===== config.mk =====
export PLATFORM = sky130hd
export DESIGN_NAME = avr_asm_stream
export DESIGN_NICKNAME = d
export VERILOG_FILES = /design/src/rtl/avr_asm_stream.sv
export SDC_FILE = /design/constraint.sdc
export NUM_CORES = 1
export LEC_CHECK = 0
export CAP_MARGIN = 0
export CORE_MARGIN = 10
export CORE_UTILIZATION = 37
export DETAILED_ROUTE_END_ITERATION = 10
export HOLD_SLACK_MARGIN = 0.15
export PLACE_DENSITY = 0.59
export SYNTH_ARGS = -nofsm -noshare
export SYNTH_HDL_FRONTEND = slang
export SYNTH_SLANG_ARGS = --single-unit
export TNS_END_PERCENT = 1

===== constraint.sdc =====
create_clock -name clk -period 3.1 [get_ports clk]
set_input_delay 0.465 -clock clk [delete_from_list [all_inputs] [get_ports clk]]
set_output_delay 0.465 -clock clk [all_outputs]
set_load 0.1 [all_outputs]

===== src/rtl/avr_asm_stream.sv =====
// AVR instruction encoder: turns symbolic instruction requests into 16-bit
// program words and streams them with a running word address over a
// valid/ready handshake. Two-word instructions go out as two beats.
// Illegal requests are consumed, produce no word and pulse err.
module avr_asm_stream #(
  parameter int ADW     = 16,
  parameter int ADR_RST = 0
) (
  input  logic           clk,
  input  logic           rst,
  input  logic           req_vld,
  output logic           req_rdy,
  input  logic [5:0]     req_op,
  input  logic [4:0]     req_rd,
  input  logic [4:0]     req_rr,
  input  logic [21:0]    req_k,
  input  logic [2:0]     req_b,
  output logic           out_vld,
  input  logic           out_rdy,
  output logic [15:0]    out_dat,
  output logic [ADW-1:0] out_adr,
  output logic           out_lst,
  output logic           err,
  output logic [15:0]    cnt
);

  typedef enum logic [1:0] {EMPTY, ONE, HI} state_t;

  state_t      state, nxt;
  logic [15:0] w0, w1, w1_buf;
  logic        two, ill;
  logic        acc, xfer, ld0, ld1;
  logic [3:0]  alu_code;
  logic [3:0]  imm_pfx;
  logic [2:0]  sr_sel;

  // Encoder: word0/word1, two-word flag and illegal flag for the request
  always_comb begin
    w0       = '0;
    w1       = '0;
    two      = 1'b0;
    ill      = 1'b0;
    alu_code = 4'(req_op - 6'd1);
    imm_pfx  = 4'h0;
    sr_sel   = 3'd0;
    case (req_op) inside
      6'd0: w0 = 16'h0000;
      6'd1: begin
        w0  = {8'h01, req_rd[4:1], req_rr[4:1]};
        ill = req_rd[0] | req_rr[0];
      end
      [6'd2:6'd12]:
        w0 = {2'b00, alu_code, req_rr[4], req_rd[4], req_rd[3:0], req_rr[3:0]};
      [6'd13:6'd18]: begin
        case (req_op)
          6'd13:   imm_pfx = 4'h3;
          6'd14:   imm_pfx = 4'h4;
          6'd15:   imm_pfx = 4'h5;
          6'd16:   imm_pfx = 4'h6;
          6'd17:   imm_pfx = 4'h7;
          default: imm_pfx = 4'hE;
        endcase
        w0  = {imm_pfx, req_k[7:4], req_rd[3:0], req_k[3:0]};
        ill = ~req_rd[4] | (|req_k[21:8]);
      end
      [6'd19:6'd25]: begin
        case (req_op)
          6'd19:   sr_sel = 3'd0;
          6'd20:   sr_sel = 3'd1;
          6'd21:   sr_sel = 3'd2;
          6'd22:   sr_sel = 3'd3;
          6'd23:   sr_sel = 3'd5;
          6'd24:   sr_sel = 3'd6;
          default: sr_sel = 3'd7;
        endcase
        w0 = {7'b1001010, req_rd, 1'b0, sr_sel};
      end
      6'd26: w0 = {7'b1001010, req_rd, 4'b1010};
      6'd27: w0 = {7'b1001000, req_rd, 4'b1111};
      6'd28: w0 = {7'b1001001, req_rd, 4'b1111};
      6'd29: begin
        w0  = {5'b10110, req_k[5:4], req_rd, req_k[3:0]};
        ill = |req_k[21:6];
      end
      6'd30: begin
        w0  = {5'b10111, req_k[5:4], req_rd, req_k[3:0]};
        ill = |req_k[21:6];
      end
      6'd31, 6'd32: begin
        w0  = {(req_op == 6'd31) ? 4'hC : 4'hD, req_k[11:0]};
        ill = req_k[21:12] != {10{req_k[11]}};
      end
      6'd33, 6'd34: begin
        w0  = {7'b1001010, req_k[21:17], 2'b11, req_op == 6'd34, req_k[16]};
        w1  = req_k[15:0];
        two = 1'b1;
      end
      6'd35, 6'd36: begin
        w0  = {6'b100100, req_op == 6'd36, req_rd, 4'b0000};
        w1  = req_k[15:0];
        two = 1'b1;
        ill = |req_k[21:16];
      end
      6'd37: w0 = 16'h9508;
      6'd38: w0 = 16'h9518;
      6'd39: w0 = 16'h9588;
      6'd40: w0 = 16'h95A8;
      6'd41: w0 = 16'h9409;
      6'd42: w0 = 16'h9509;
      6'd43, 6'd44: w0 = {8'h94, req_op == 6'd44, req_b, 4'h8};
      6'd45, 6'd46: begin
        w0  = {5'b11110, req_op == 6'd46, req_k[6:0], req_b};
        ill = req_k[21:7] != {15{req_k[6]}};
      end
      6'd47, 6'd48: begin
        w0  = {7'b1001011, req_op == 6'd48, req_k[5:4], req_rd[2:1], req_k[3:0]};
        ill = (req_rd[4:3] != 2'b11) | req_rd[0] | (|req_k[21:6]);
      end
      6'd49, 6'd50: begin
        w0  = {6'b100110, req_op == 6'd50, 1'b0, req_k[4:0], req_b};
        ill = |req_k[21:5];
      end
      6'd51: w0 = {6'b100111, req_rr[4], req_rd[4], req_rd[3:0], req_rr[3:0]};
      default: ill = 1'b1;
    endcase
  end

  assign req_rdy = (state == EMPTY) | ((state == ONE) & out_rdy);
  assign out_vld = (state != EMPTY);
  assign acc     = req_vld & req_rdy;
  assign xfer    = out_vld & out_rdy;

  // State register
  always_ff @(posedge clk or posedge rst) begin
    if (rst) state <= EMPTY;
    else     state <= nxt;
  end

  // Next state and output-register load strobes
  always_comb begin
    nxt = state;
    ld0 = 1'b0;
    ld1 = 1'b0;
    case (state)
      EMPTY, ONE: begin
        if (acc) begin
          if (ill) begin
            nxt = EMPTY;
          end else begin
            ld0 = 1'b1;
            nxt = two ? HI : ONE;
          end
        end else if ((state == ONE) && out_rdy) begin
          nxt = EMPTY;
        end
      end
      HI: begin
        if (out_rdy) begin
          ld1 = 1'b1;
          nxt = ONE;
        end
      end
      default: nxt = EMPTY;
    endcase
  end

  // Output word, address, word1 buffer, error pulse and instruction count
  always_ff @(posedge clk or posedge rst) begin
    if (rst) begin
      out_dat <= '0;
      out_lst <= 1'b0;
      out_adr <= ADW'(ADR_RST);
      w1_buf  <= '0;
      err     <= 1'b0;
      cnt     <= '0;
    end else begin
      err <= acc & ill;
      if (xfer) out_adr <= out_adr + ADW'(1);
      if (xfer && out_lst) cnt <= cnt + 16'd1;
      if (ld0) begin
        out_dat <= w0;
        out_lst <= ~two;
        w1_buf  <= w1;
      end else if (ld1) begin
        out_dat <= w1_buf;
        out_lst <= 1'b1;
      end
    end
  end

endmodule


==> out/metrics.yaml, run 1 <==
via_count: 6306
die_width_um: 141
track_usage: 0.230
first_global_vias: 6213
cts.sinks: 68
synth_cells: 652
status: "complete, no violations"
die_area_um2: 19800
cts_tree: "yes"
power_density_nw_per_um2: 544
drtIter0Drc: 573
cts_max_level: 3
p_leak_nw: 3.48
synth.yosys.seq_area_share: 0.315
required_ns: 3.35
end_kind: "register"
final-hold-violation-count: 0
path_max_fanout: 10
drt_first_pass_iters: 5
maxCapViolCount: 0
diodes: 0
cp-start-kind: "input port"
period_needed_ns: 2.85
synth_top_cells_by_count: "71 x nand2_1, 68 x dfrtp_1, 49 x nor2_1, 44 x a21oi_1, 34 x mux2i_1"
drive_above_1_share: 0.303
p_total_mw: 4.30
initial_utilization: 0.375
grt_setup_unrepaired: "no"
die_h_um: 141
synth_top_area_frac: 0.315
place_congestion: 1.02
fin_skew_ns: 0.00630
syn2layout_area_growth_pct: 46.4
yosysWarningCount: 0
rows: 44
totalWireLength_um: 23800
ir_drop_uv: 497
crit_type: "in -> reg"
slew_headroom: 0.504
synth_area_leaders: "dfrtp_1 31%, mux2i_1 6.3%, nand2_1 4.9%, a21oi_1 4.1%, nor2_1 3.4%"
antenna_left: 0
nNetsFinal: 928
cp_top_family: "buffers and inverters"
hpwl_um: 19100
avgRoutedWirePerCell_um: 22.4
syn_area_um2: 5410
crit_chain: "clkdlybuf4s50_1 -> inv_1 -> ha_1 -> or4b_1 -> nor4_1 -> a31oi_1 -> o211ai_1 -> o21ai_2 -> a31oi_4 -> buf_12 -> buf_6 -> mux2i_1"
vias_per_cell: 5.94
boundaryPins: 97
cp_slowest_cell: "clkdlybuf4s50_1"
worst_slew_pin_slew_ns: 0.741
period_share: 0.919
cts_buffers: 9
hold_path.class: "reg -> reg"
tns_ns: 0
cts_hold_buf: 0
clock_latency_ns: 0.33
cp.arrival_ns: 3.10
finish.utilization: 0.549
synth_seq_cells: 68
avgSynthCellArea_um2: 8.29
clock_path_buffers: 2
clock.fmax_ghz: 0.351
synth_most_common_cell: "nand2_1"
grt_pass1_wl_um: 36100
setup-violations-final: 0
antenna_found_initial: 0
ys.flop_type: "dfrtp_1"
clockRootBuffer: "clkbuf_16"
io_buffers: 96
synth_edf_count: 0
grt_overflow: 0
slew_viol_final: 0
cp_num_buf_inv: 4
max_stage_delay_ns: 0.50
clk_pin_slew_worst_paths_ns: 0.05
async_flop_share: 1.00
grt_max_degree: 37
synth_top_area_cell: "dfrtp_1"
drc: 0
yosysUniqueCellTypes: 82
core_um2: 14400
postSynthNetCount: 706
fill_cells: 1352
## metrics by stage
step	cells	worst slack [ns]	hold WS, ns	area, um2
after floorplan	652	0.419	0.484	5410
after global placement	1045	-0.531	0.466	7520
after detailed placement	1045	-0.493	0.480	7520
after CTS	1059	0.0445	0.490	7800
after global routing	1061	0.107	0.503	7910
final	1061	0.251	0.476	7910
## timing repair
action / CTS / global route
hold endpoints to repair: 0 / 0
pin swaps: 0 / 3
endpoints found under the setup margin: 2 / 34
setup buffers: 0 / 1
resized for setup: 5 / 15
gates cloned: 0 / 1
## final timing paths
path                                         start                      end  slack, ns  cells past startpoint
setup / recovery                         req_k[11]   out_dat[8]$_DFFE_PP0P_       0.25                     12
hold / removal             out_adr[15]$_DFFE_PP0P_  out_adr[15]$_DFFE_PP0P_       0.48                      1
setup reg to reg              state[1]$_DFFE_PP0P_  out_adr[13]$_DFFE_PP0P_       1.01                      7
hold reg to reg            out_adr[15]$_DFFE_PP0P_  out_adr[15]$_DFFE_PP0P_       0.48                      1
max in group asynchronous                      rst       cnt[8]$_DFFE_PP0P_       1.87                      3
min in group asynchronous                      rst    w1_buf[3]$_DFFE_PP0N_       0.58                      2
## cells in the final DEF, fill, tap and decap left out, types with 4 or more instances in the layout
cell             count
o21ai_0             31
a211oi_1            11
xnor2_1             21
a31oi_1              8
inv_1               25
nor2b_1              4
or3_1                9
dfrtp_1             68
a211o_1              6
ha_1                 5
buf_12               9
a32o_1               4
a21oi_1             43
mux2i_1             34
buf_4              199
nor3_2               4
o31ai_1              4
nor4_1               5
nand3_1             31
nand2b_1             4
clkdlybuf4s50_1     42
nor2_1              49
xor2_1              11
nand4_1             11
o211ai_1             8
a21o_1               4
a221oi_1             5
nand2_1             71
and3_1              12
nor3_1              23
clkbuf_16           10
## worst reg2reg max path: cells and delay by family, from the launching register on
kind                      cells  cell delay [ns]
and+or+nand+nor               5             1.02
xor gates and xnor gates      1             0.16
DFF                           1             0.48
AOI/OAI and AO/OA             1             0.31
## cell families after synthesis
logic type               count (synthesis)  share of synthesized area
flip-flops                              68                      0.315
AND/OR/NAND/NOR                        252                      0.242
multiplexers                            39                     0.0734
buffers and inverters                   73                     0.0625
XOR/XNOR                                32                     0.0519
AO/OA/AOI/OAI                          178                      0.232
adder cells (fa/ha/maj)                 10                     0.0227
## cell type report
class,count,area (um2),share of cell area
timing repair buffer,254,2160,0.272
multi-input combinational,511,3450,0.436
inverter,30,116,0.0147
sequential,68,1700,0.215
tap,184,230,0.0291
clock inverter,2,12.5,0.00158
clock buffer,12,246,0.0311
## flip-flops by register name (all words and copies together) (netlist names)
signal and flops:
out_adr 16, out_dat 16, out_lst 1, cnt 16, w1_buf 16, err 1, state 2
## layer usage
layer | vias to the layer above | part of all wire | GRT usage
met3 | 63 | 0.071 | 0.0440
met2 | 304 | 0.48 | 0.386
li1 | 2863 | - | -
met5 | - | 0 | 0
met4 | 0 | 0.042 | 0.110
met1 | 3076 | 0.40 | 0.277
## power breakdown
group	total [mW]	switching (mW)	internal [mW]
logic	2.22	1.62	0.607
clock network	0.897	0.345	0.552
registers	1.18	0.136	1.05
(Power assumes the default switching activity.)
==> run 2, diff against run 1 <==
- CTS_BUF_LIST: not set -> sky130_fd_sc_hd__clkbuf_4 sky130_fd_sc_hd__clkbuf_8
- CTS_CLUSTER_SIZE: not set -> 30
==> out/metrics.yaml, run 2 (synthesis results as in run 1) <==
boundaryPins: 97  # unchanged
final-hold-violation-count: 0  # unchanged
r2r-start: "state[1]$_DFFE_PP0P_"
io_buffers: 96  # unchanged
cts_buffers: 9  # unchanged
setup-violations-final: 0  # unchanged
slew_headroom: 0.499  # -0.00506
totalWireLength_um: 23700  # -0.42%
vias_per_cell: 5.86  # -1.4%
p_leak_nw: 3.45  # -1.1%
rows: 44  # unchanged
status: "complete, no violations"
fill_cells: 1368  # +1.2%
die_width_um: 141  # unchanged
worst_slew_pin_slew_ns: 0.749  # +0.00756 ns
drt_first_pass_iters: 4  # -1
clock.fmax_ghz: 0.346  # -1.5%
initial_utilization: 0.375  # unchanged
dp.cells: 1045  # unchanged
syn2layout_area_growth_pct: 44.9
cp-start-kind: "input port"
end_kind: "register"
die_h_um: 141  # unchanged
maxCapViolCount: 0  # unchanged
layoutNonFillerInstCount: 1062  # +0.094%
design_area_um2: 7830  # -1.0%
grt_overflow: 0  # unchanged
hold_depth: 1  # unchanged
regToRegSetupSlack_ns: 1.02  # about the same
drtIter0Drc: 566  # -1.2%
cp.arrival_ns: 3.15  # +0.05 ns
clockRootBuffer: "clkbuf_8"
antenna_left: 0  # unchanged
hold_path.class: "reg -> reg"
min_from: "out_adr[15]$_DFFE_PP0P_"
slew_viol_final: 0  # unchanged
hpwl_um: 19100  # unchanged
period_share: 0.933  # +0.0137
core_um2: 14400  # unchanged
path_max_fanout: 10  # unchanged
period_needed_ns: 2.89  # +0.0424 ns
cts_max_level: 3  # unchanged
avgRoutedWirePerCell_um: 22.3  # -0.51%
cts.sinks: 68  # unchanged
grt_setup_unrepaired: "no"
first_global_vias: 6206  # -0.11%
reg2reg_depth: 7  # unchanged
r2r_end: "out_adr[13]$_DFFE_PP0P_"
track_usage: 0.230  # -0.000406
cts_tree: "yes"
final_common_cell: "buf_4"
nNetsFinal: 929  # +0.11%
grt_max_degree: 37  # unchanged
layout_common_cells: "200 x buf_4, 71 x nand2_1, 68 x dfrtp_1, 49 x nor2_1, 43 x a21oi_1"
power_density_nw_per_um2: 517  # -5.0%
cts_hold_buf: 0  # unchanged
antenna_found_initial: 0  # unchanged
clk_pin_slew_worst_paths_ns: 0.07  # +0.02 ns
crit_type: "in -> reg"
die_area_um2: 19800  # unchanged
holdPathEnd: "out_adr[15]$_DFFE_PP0P_"
dpl_cell_area_um2: 7520  # unchanged
ir_drop_uv: 488  # -1.8%
required_ns: 3.36  # about the same
tns_ns: 0  # unchanged
place_congestion: 1.02  # unchanged
fin_skew_ns: 0.00826  # +0.00196 ns
clock_latency_ns: 0.34  # about the same
drc: 0  # unchanged
grt_pass1_wl_um: 36200  # +0.17%
via_count: 6224  # -1.3%
drive_above_1_share: 0.308  # +0.00421
clock_path_buffers: 2  # unchanged
diodes: 0  # unchanged
[run 2: cell types whose count changed in the layout (fill, tap and decap cells not counted), moves of 2 or more]
| cell | delta |
|---|---|
| clkbuf_1 | -2 |
| clkbuf_16 | -9 |
| clkbuf_4 | +2 |
| clkbuf_8 | +9 |
[run 2: per-layer routing]
layer | global-route usage | share of wire | vias up
met5 | 0 | 0 | -
met4 | 0.104 | 0.041 | 0
met3 | 0.0440 | 0.069 | 66
met2 | 0.388 | 0.49 | 287
met1 | 0.276 | 0.40 | 3013
li1 | - | - | 2858
[run 2: worst max path at each step]
stage / from / end / slack [ns] / cells after the start
finish: req_k[11] / out_dat[8]$_DFFE_PP0P_ / 0.21 / 12
global route: req_k[11] / out_dat[8]$_DFFE_PP0P_ / 0.11 / 12
CTS: req_op[0] / out_dat[8]$_DFFE_PP0P_ / 0.06 / 11
detailed placement: req_op[1] / out_dat[2]$_DFFE_PP0P_ / -0.49 / 11
global placement: req_op[0] / out_dat[2]$_DFFE_PP0P_ / -0.53 / 10
floorplan: req_op[1] / out_dat[0]$_DFFE_PP0P_ / 0.42 / 11
[run 2: report_power, final]
group,total (mW),internal (mW),switching (mW)
clock network,0.635,0.320,0.315
logic,2.23,0.611,1.62
registers,1.18,1.04,0.136
total,4.05,1.97,2.07
[run 2: timing repair]
action                                 in CTS  in global routing
cloned                                      0                  1
endpoints found under the hold margin       0                  0
setup buffers                               0                  2
gates resized for setup                     5                 16
setup endpoints to repair                   1                 34
pin swaps                                   0                  3
[run 2: metrics by stage]
step	power [mW]	utilization	hold slack [ns]	worst slack (ns)
5_1_grt	4.21	0.543	0.506	0.110
4_1_cts	4.04	0.534	0.493	0.0613
3_3_place_gp	3.38	0.521	0.466	-0.531
3_5_place_dp	3.39	0.521	0.480	-0.493
6_report	4.05	0.543	0.478	0.208
2_1_floorplan	2.71	-	0.484	0.419
[run 2: final cells by class]
type,instances,area [um2],share of cell area
Multi-Input combinational cell,511,3450,0.441
Timing Repair Buffer,255,2160,0.276
Sequential cell,68,1700,0.217
Tap cell,184,230,0.0294
Clock buffer,12,153,0.0195
Inverter,30,116,0.0149
Clock inverter,2,12.5,0.00160
[run 2: critical path: stages]
cell	delay, ns
clkdlybuf4s50_1	0.51
inv_1	0.10
ha_1	0.16
or4b_1	0.42
nor4_1	0.26
a31oi_1	0.14
o211ai_1	0.22
o21ai_2	0.11
a31oi_4	0.20
buf_12	0.15
buf_6	0.17
mux2i_1	0.23
==> run 3, diff against run 2 <==
- PLACE_DENSITY: 0.59 -> 0.62
==> out/metrics.yaml, run 3 (synthesis results as in run 1) <==
status: "complete, no violations"
combPwrFrac: 0.536  # -0.016
drc: 0  # unchanged
grt_pass1_wl_um: 36900  # +2.1%
die_h_um: 141  # unchanged
hold_path.class: "reg -> reg"
cts_max_level: 3  # unchanged
clk_pin_slew_worst_paths_ns: 0.07  # about the same
die_area_um2: 19800  # unchanged
switching_share: 0.504  # -0.00774
p_total_mw: 4.16  # +2.8%
clock_path_buffers: 2  # unchanged
seq_area_um2: 1700  # unchanged
slew_viol_final: 0  # unchanged
first_global_vias: 6431  # +3.6%
switchingPower_mw: 2.10  # +1.2%
nNetsFinal: 939  # +1.1%
boundaryPins: 97  # unchanged
seqPwrFrac: 0.284  # -0.007
clock_power_share: 0.180  # +0.023
vias_per_cell: 5.81  # -0.92%
end_kind: "register"
cp-start-kind: "input port"
via_count: 6242  # +0.29%
multi_input_area_um2: 3460  # +0.29%
pre_cts_ws_ns: -0.554  # -0.0612 ns
period_share: 0.967  # +0.0345
clock.fmax_ghz: 0.333  # -3.6%
rows: 44  # unchanged
grt_overflow: 0  # unchanged
required_ns: 3.33  # -0.03 ns
power_density_nw_per_um2: 528  # +2.3%
antenna_left: 0  # unchanged
track_usage: 0.236  # +0.00595
initial_utilization: 0.375  # unchanged
drtIter0Drc: 498  # -12%
totalWireLength_um: 24100  # +1.8%
p_leak_nw: 3.49  # +1.2%
r2r-start: "state[1]$_DFFE_PP0P_"
ir_drop_uv: 562  # +15%
fin_skew_ns: 0.0116  # +0.00332 ns
avgRoutedWirePerCell_um: 22.4  # +0.60%
cts_tree: "yes"
drive_above_1_share: 0.319  # +0.0116
clock_latency_ns: 0.36  # +0.02 ns
path_max_fanout: 8  # -2
io_buffers: 96  # unchanged
fill_cells: 1362  # -0.44%
place_congestion: 1.03  # +1.5%
cp.arrival_ns: 3.23  # +0.08 ns
crit_type: "in -> reg"
clockRootBuffer: "clkbuf_8"
die_width_um: 141  # unchanged
antenna_found_initial: 0  # unchanged
tns_ns: 0  # unchanged
grt_setup_unrepaired: "no"
period_needed_ns: 3.00  # +0.107 ns
fin_ws_ns: 0.101  # -0.107 ns
drt_first_pass_iters: 7  # +3
cts_hold_buf: 0  # unchanged
grt_max_degree: 34  # -8.1%
hpwl_um: 20000  # +4.5%
cts_buffers: 9  # unchanged
setup.worst_path.start: "req_op[1]"
syn2layout_area_growth_pct: 45.5
layout_common_cells: "216 x buf_4, 71 x nand2_1, 68 x dfrtp_1, 49 x nor2_1, 44 x clkdlybuf4s50_1"
setup-violations-final: 0  # unchanged
final_common_cell: "buf_4"
final-hold-violation-count: 0  # unchanged
cts.sinks: 68  # unchanged
maxCapViolCount: 0  # unchanged
internal-power_mw: 2.06  # +4.4%
min_from: "cnt[15]$_DFFE_PP0P_"
slew_headroom: 0.528  # +0.0289
core_um2: 14400  # unchanged
worst_slew_pin_slew_ns: 0.706  # -0.0423 ns
## run 3: cell count changes in the layout (fill, tap and decap cells not counted), sizes merged
cell and delta:
diode +1, clkbuf -1, bufinv +1, clkinvlp -2
clkdlybuf4s50 +2, clkinv +3, dlymetal6s2s -2, buf +11
## run 3: repair_timing
action	4_1_cts	5_1_grt
pin swaps	0	2
resized for setup	4	16
setup buffers	0	1
endpoints found under the setup margin	3	32
## run 3: layer usage
metal | up-vias | share of wire | routed length (um) | GRT usage
met5 | - | 0 | 0 | 0
met4 | 0 | 0.044 | 1070 | 0.104
met3 | 63 | 0.066 | 1600 | 0.0443
met2 | 298 | 0.49 | 11700 | 0.404
met1 | 3000 | 0.40 | 9720 | 0.280
li1 | 2881 | - | - | -
## run 3: through the flow
step            util  area [um2]  std cells  hold slack [ns]
2_1_floorplan      -        5410        652            0.484
3_5_place_dp   0.524        7560       1057            0.468
4_1_cts        0.539        7780       1073            0.482
6_report       0.545        7870       1075            0.475
5_1_grt        0.545        7860       1074            0.495
3_3_place_gp   0.524        7560       1057            0.464
## run 3: power groups by stage
stage	Clock, mW	Sequential (mW)	Combinational (mW)
after detailed placement	0	1.19	2.21
final	0.748	1.18	2.23
after floorplan	0	2.21	0.499
after global placement	0	1.19	2.20
after global routing	0.800	1.20	2.33
after CTS	0.762	1.18	2.22
## run 3: path summary, 6_finish.rpt
path,end,slack [ns],cells after the start
min in group asynchronous,w1_buf[5]$_DFFE_PP0N_,0.53,2
setup / recovery,out_dat[4]$_DFFE_PP0P_,0.10,12
max in group asynchronous,state[0]$_DFFE_PP0P_,1.81,3
hold reg to reg,cnt[15]$_DFFE_PP0P_,0.47,1
setup reg to reg,out_adr[12]$_DFFE_PP0P_,0.96,7
hold / removal,cnt[15]$_DFFE_PP0P_,0.47,1
## run 3: worst max-delay path, cell delays in order
cell,delay [ns]
clkdlybuf4s50_1,0.46
inv_1,0.16
ha_2,0.25
buf_4,0.14
or2_2,0.15
buf_12,0.12
o2111ai_1,0.22
o2111ai_1,0.40
a211oi_2,0.12
a2111oi_1,0.40
a2bb2oi_1,0.25
mux2i_1,0.10
## run 3: area by class of cell
class,count,area share
Clock inverter,4,0.00620
Timing Repair Buffer,265,0.274
Multi-Input combinational cell,511,0.440
Tap cell,184,0.0293
Inverter,30,0.0143
Antenna cell,1,0.000318
Sequential cell,68,0.216
Clock buffer,12,0.0194
